==> config.mk <==
export PLATFORM = sky130hd
export DESIGN_NAME = pipeline_stall_sequencer
export DESIGN_NICKNAME = d
export VERILOG_FILES = /design/src/rtl/pipeline_stall_sequencer.sv
export SDC_FILE = /design/constraint.sdc
export NUM_CORES = 1
export LEC_CHECK = 0
export ABC_AREA = 1
export CAP_MARGIN = 20
export CORE_MARGIN = 2
export CORE_UTILIZATION = 45
export CTS_CLUSTER_DIAMETER = 80
export DETAILED_ROUTE_END_ITERATION = 8
export HOLD_SLACK_MARGIN = 0.03
export PLACE_DENSITY = 0.73
export SYNTH_ARGS = -nofsm -noshare
export SYNTH_HDL_FRONTEND = slang
export SYNTH_SLANG_ARGS = --single-unit
==> constraint.sdc <==
create_clock -name clock -period 1.7 [get_ports clock]
set_input_delay 0.17 -clock clock [delete_from_list [all_inputs] [get_ports clock]]
set_output_delay 0.17 -clock clock [all_outputs]
set_load 0.01 [all_outputs]
==> src/rtl/pipeline_stall_sequencer.sv <==
// Stall/flush sequencer for the 5-stage pipeline: merges load-use, mult/div and
// branch-redirect hazards into latch enables, bubbles and the mult/div handshake.
module pipeline_stall_sequencer #(
  parameter int MD_TIMEOUT = 40,
  parameter int CNT_W      = 16
) (
  input  logic             clock,
  input  logic             reset,
  input  logic             lw_hazard,
  input  logic             dx_is_md,
  input  logic             md_ready,
  input  logic             br_taken,
  output logic             pc_en,
  output logic             fd_en,
  output logic             fd_flush,
  output logic             dx_en,
  output logic             dx_bubble,
  output logic             xm_bubble,
  output logic             md_start,
  output logic             md_busy,
  output logic             md_timeout,
  output logic [CNT_W-1:0] stall_count
);

  localparam logic ST_RUN     = 1'b0;
  localparam logic ST_MD_WAIT = 1'b1;

  localparam int              WC_W    = (MD_TIMEOUT > 2) ? $clog2(MD_TIMEOUT) : 1;
  localparam logic [WC_W-1:0] WC_LAST = WC_W'(MD_TIMEOUT - 1);

  logic             r_state;
  logic [WC_W-1:0]  r_wait_cnt;
  logic             r_md_timeout;
  logic [CNT_W-1:0] r_stall_count;

  logic w_in_run;
  logic w_in_wait;
  logic w_timeout_hit;
  logic w_stall_md;
  logic w_flush;
  logic w_stall_lw;
  logic w_pc_en;

  // Priority: mult/div occupancy > branch flush > load-use stall.
  always_comb begin
    w_in_run      = (r_state == ST_RUN);
    w_in_wait     = (r_state == ST_MD_WAIT);
    w_timeout_hit = w_in_wait & (r_wait_cnt == WC_LAST);
    w_stall_md    = (w_in_run & dx_is_md) | (w_in_wait & ~md_ready & ~w_timeout_hit);
    w_flush       = br_taken & ~w_stall_md;
    w_stall_lw    = lw_hazard & ~w_stall_md & ~br_taken;
    w_pc_en       = ~(w_stall_md | w_stall_lw);
  end

  assign pc_en       = w_pc_en;
  assign fd_en       = w_pc_en;
  assign dx_en       = ~w_stall_md;
  assign dx_bubble   = w_stall_lw | w_flush;
  assign fd_flush    = w_flush;
  assign xm_bubble   = w_stall_md;
  // Gated by reset so no start pulse escapes while the unit is held in reset.
  assign md_start    = w_in_run & dx_is_md & reset;
  assign md_busy     = w_in_wait;
  assign md_timeout  = r_md_timeout;
  assign stall_count = r_stall_count;

  always_ff @(posedge clock or negedge reset) begin
    if (!reset) begin
      r_state    <= ST_RUN;
      r_wait_cnt <= '0;
    end else begin
      case (r_state)
        ST_RUN: begin
          if (dx_is_md) begin
            r_state    <= ST_MD_WAIT;
            r_wait_cnt <= '0;
          end
        end
        default: begin
          r_wait_cnt <= r_wait_cnt + 1'b1;
          if (md_ready || w_timeout_hit) begin
            r_state <= ST_RUN;
          end
        end
      endcase
    end
  end

  always_ff @(posedge clock or negedge reset) begin
    if (!reset) begin
      r_md_timeout <= 1'b0;
    end else if (w_timeout_hit) begin
      r_md_timeout <= 1'b1;
    end
  end

  always_ff @(posedge clock or negedge reset) begin
    if (!reset) begin
      r_stall_count <= '0;
    end else if (!w_pc_en && (r_stall_count != '1)) begin
      r_stall_count <= r_stall_count + 1'b1;
    end
  end

endmodule

==> impl_metrics.tcl <==
set metrics [dict create \
    p_sw_mw 0.6377 \
    slew_viol_final 0 \
    max_cap_violations 0 \
    cts_made_buffers 3 \
    swShare_pct 32.88 \
    status "complete, but fails checks" \
    p_int_mw 1.302 \
    worstPathCellList "ha_2, nand2_4, nor2_4, nand3_2, nand2_4, buf_6, nand3_4, inv_2, buf_6" \
    cts_sinks 24 \
    wl_per_cell_um 11.23 \
    area_growth_syn_to_layout_pct 41.66 \
    first_pass_iters 4 \
    multi_input_area_sq_um 774.5 \
    hpwl_mm 2.340 \
    cp_slowest_stage_delay_ns 0.38 \
    powerDensity_mw_per_mm2 955.9 \
    ctsLongestPathBuffers 2 \
    comb_power_share_pct 39.2 \
    ys_ff_latch 24 \
    r2r-start "r_wait_cnt[1]" \
    grt_pass1_vias 1313 \
    cts_root_buf "clkbuf_4" \
    clkLatencyLatePin_ns 0.32 \
    cp-startpoint "r_wait_cnt[1]" \
    cts_tree "yes" \
    crit_slowest_cell "dfrtp_1" \
    drive_gt1_share_pct 20.40 \
    yosysWarnings 0 \
    syn_avg_cell_area_sq_um 7.347 \
    initial_core_util_pct 46.93 \
    synth_nets 203 \
    synth.distinct_cells 23 \
    worstMarginPinSlew_ns 0.3372 \
    timing.fmax_ghz 0.5654 \
    critPathLaunchType "register" \
    fin_crit_ns 1.769 \
    track_usage_pct 20.36 \
    drtIter0Drc 51 \
    seq_power_share_pct 39.0 \
    routed_wl_mm 3.302 \
    seq_area_sq_um 600.6 \
    fin_tns_setup_ns -0.1756 \
    synthCells 195 \
    violations "setup timing" \
    chipHeight_um 60.43 \
    final_area_sq_mm 0.002029 \
    r2r_slack_ns 0.02 \
    h-tree-depth 1 \
    relSlewSlack_pct 77.35 \
    vias 1407 \
    synth_seq_area_share_pct 41.92 \
    diodes 0 \
    rsz0062_at_grt "yes" \
    clkTransAtPathRegs_ns 0.15 \
    timing.final.crit_share_pct 104.0 \
    power.total_mw 1.940 \
    clkPwrFrac_pct 21.8 \
    ir_worst_vdd_mv 0.6268 \
    ant_nets 0 \
    leakage_nw 1.003 \
    crit_arrival_ns 1.60 \
    preCtsSetupSlack_ns -0.1715 \
    drc 0 \
    critPathKind "reg2out" \
    fin_ws_ns -0.06877 \
    hold_violations 0 \
    gp_congestion 0.8579 \
    whs_ns 0.2107 \
    fill_cells 271 \
    rows 20 \
    grt_pass1_wl_mm 5.685 \
    critPathCaptureType "output pin" \
    nets 259 \
    dieArea_sq_mm 0.003651 \
    overflow 0 \
    portBuffers 30 \
    ctsHoldBuffers 0 \
    placed_area_sq_mm 0.001902 \
    core-area_sq_mm 0.003053 \
    die_w_um 60.43 \
    setup_viol 4 \
    hold_class "in2async" \
    via_per_inst 4.786 \
    critPathRequiredTime_ns 1.53 \
    grt_max_degree 25 \
    path_max_fanout 3 \
    antenna_found_initial 0 \
    fin_skew_ns 0.01698 \
    netlist_area_sq_mm 0.001433 \
    io_pins 31 \
]
[sequential cells by signal (all words and copies together) (netlist names)]
name and cells:
r_wait_cnt 6, stall_count 16, md_busy 1, md_timeout 1
[cell type report]
cell class,count,area share [%]
Sequential cell,24,29.59
Multi-Input combinational cell,149,38.16
Inverter,18,3.329
Timing Repair Buffer,55,23.61
Clock inverter,1,1.480
Clock buffer,3,1.110
Tap cell,44,2.713
[kinds of logic (layout without fill, tap and decap cells)]
family	count (synthesis)	count (layout)	share of synthesized area [%]
fa+ha+maj	2	2	1.746
xor+xnor	8	8	4.891
compound gates	8	8	3.057
buf+inv	22	77	6.725
flops	24	24	41.92
simple gates	131	131	41.66
[synth_stat cells, drive strengths merged]
library cell | instances | area share [%]
a22o | 1 | 0.61
nand2 | 73 | 20
o21ai | 5 | 1.7
dfrtp | 24 | 42
buf | 4 | 2.0
ha | 2 | 1.7
inv | 18 | 4.7
xor2 | 3 | 1.8
a21oi | 2 | 0.70
xnor2 | 5 | 3.1
nand3 | 26 | 10
nand4 | 5 | 2.2
nor2 | 25 | 7.9
nor3 | 1 | 0.35
nand3b | 1 | 0.52
[worst paths after layout]
check,to,depth (start not counted)
max,fd_en,9
min,r_wait_cnt[1],2
max reg2reg,stall_count[14],11
min reg2reg,md_timeout,2
max in group asynchronous,stall_count[5],2
min in group clock,md_timeout,2
[per-layer routing]
metal | global-route usage, % | vias to the layer above | part of all wire [%]
li1 | - | 732 | -
met5 | 0 | - | 0
met2 | 30.59 | 30 | 42
met4 | 7.764 | 0 | 1.2
met3 | 1.919 | 4 | 3.8
met1 | 30.47 | 641 | 53
[repair_timing]
action | in CTS | in global routing
buffers inserted | 4 | 2
pin swaps | 3 | 4
endpoints found under the setup margin | 8 | 23
gates resized for setup | 36 | 4
[power groups by stage]
| stage | clock network (mW) | logic (mW) | registers (mW) |
|---|---|---|---|
| finish | 0.423 | 0.760 | 0.757 |
| global route | 0.448 | 0.840 | 0.772 |
| CTS | 0.425 | 0.744 | 0.756 |
| detailed placement | 0 | 0.716 | 0.767 |
| floorplan | 0 | 0.292 | 0.819 |
| global placement | 0 | 0.712 | 0.760 |
[worst max-delay path: cells and delay by family (launching register included)]
kind	cells	cell delay (ns)
adders and majority gates	1	0.19
buffers and inverters	3	0.28
DFF	1	0.38
and+or+nand+nor	5	0.43
[placed cells by master (no fill, tap or decap), drive strengths merged, types with 2 or more instances in the layout]
cell type      instances
xor2                   3
clkdlybuf4s50         23
dfrtp                 24
clkbuf                 3
inv                   18
o21ai                  5
nand3                 26
nor2                  25
a21oi                  2
nand2                 73
xnor2                  5
nand4                  5
ha                     2
buf                   31
[metrics by stage]
step,std cells,util [%]
final,294,66.48
after global routing,294,66.48
after CTS,292,65.45
after detailed placement,284,62.30
after global placement,284,62.30
after floorplan,195,-
No activity file was read; power rests on OpenSTA's default activity.
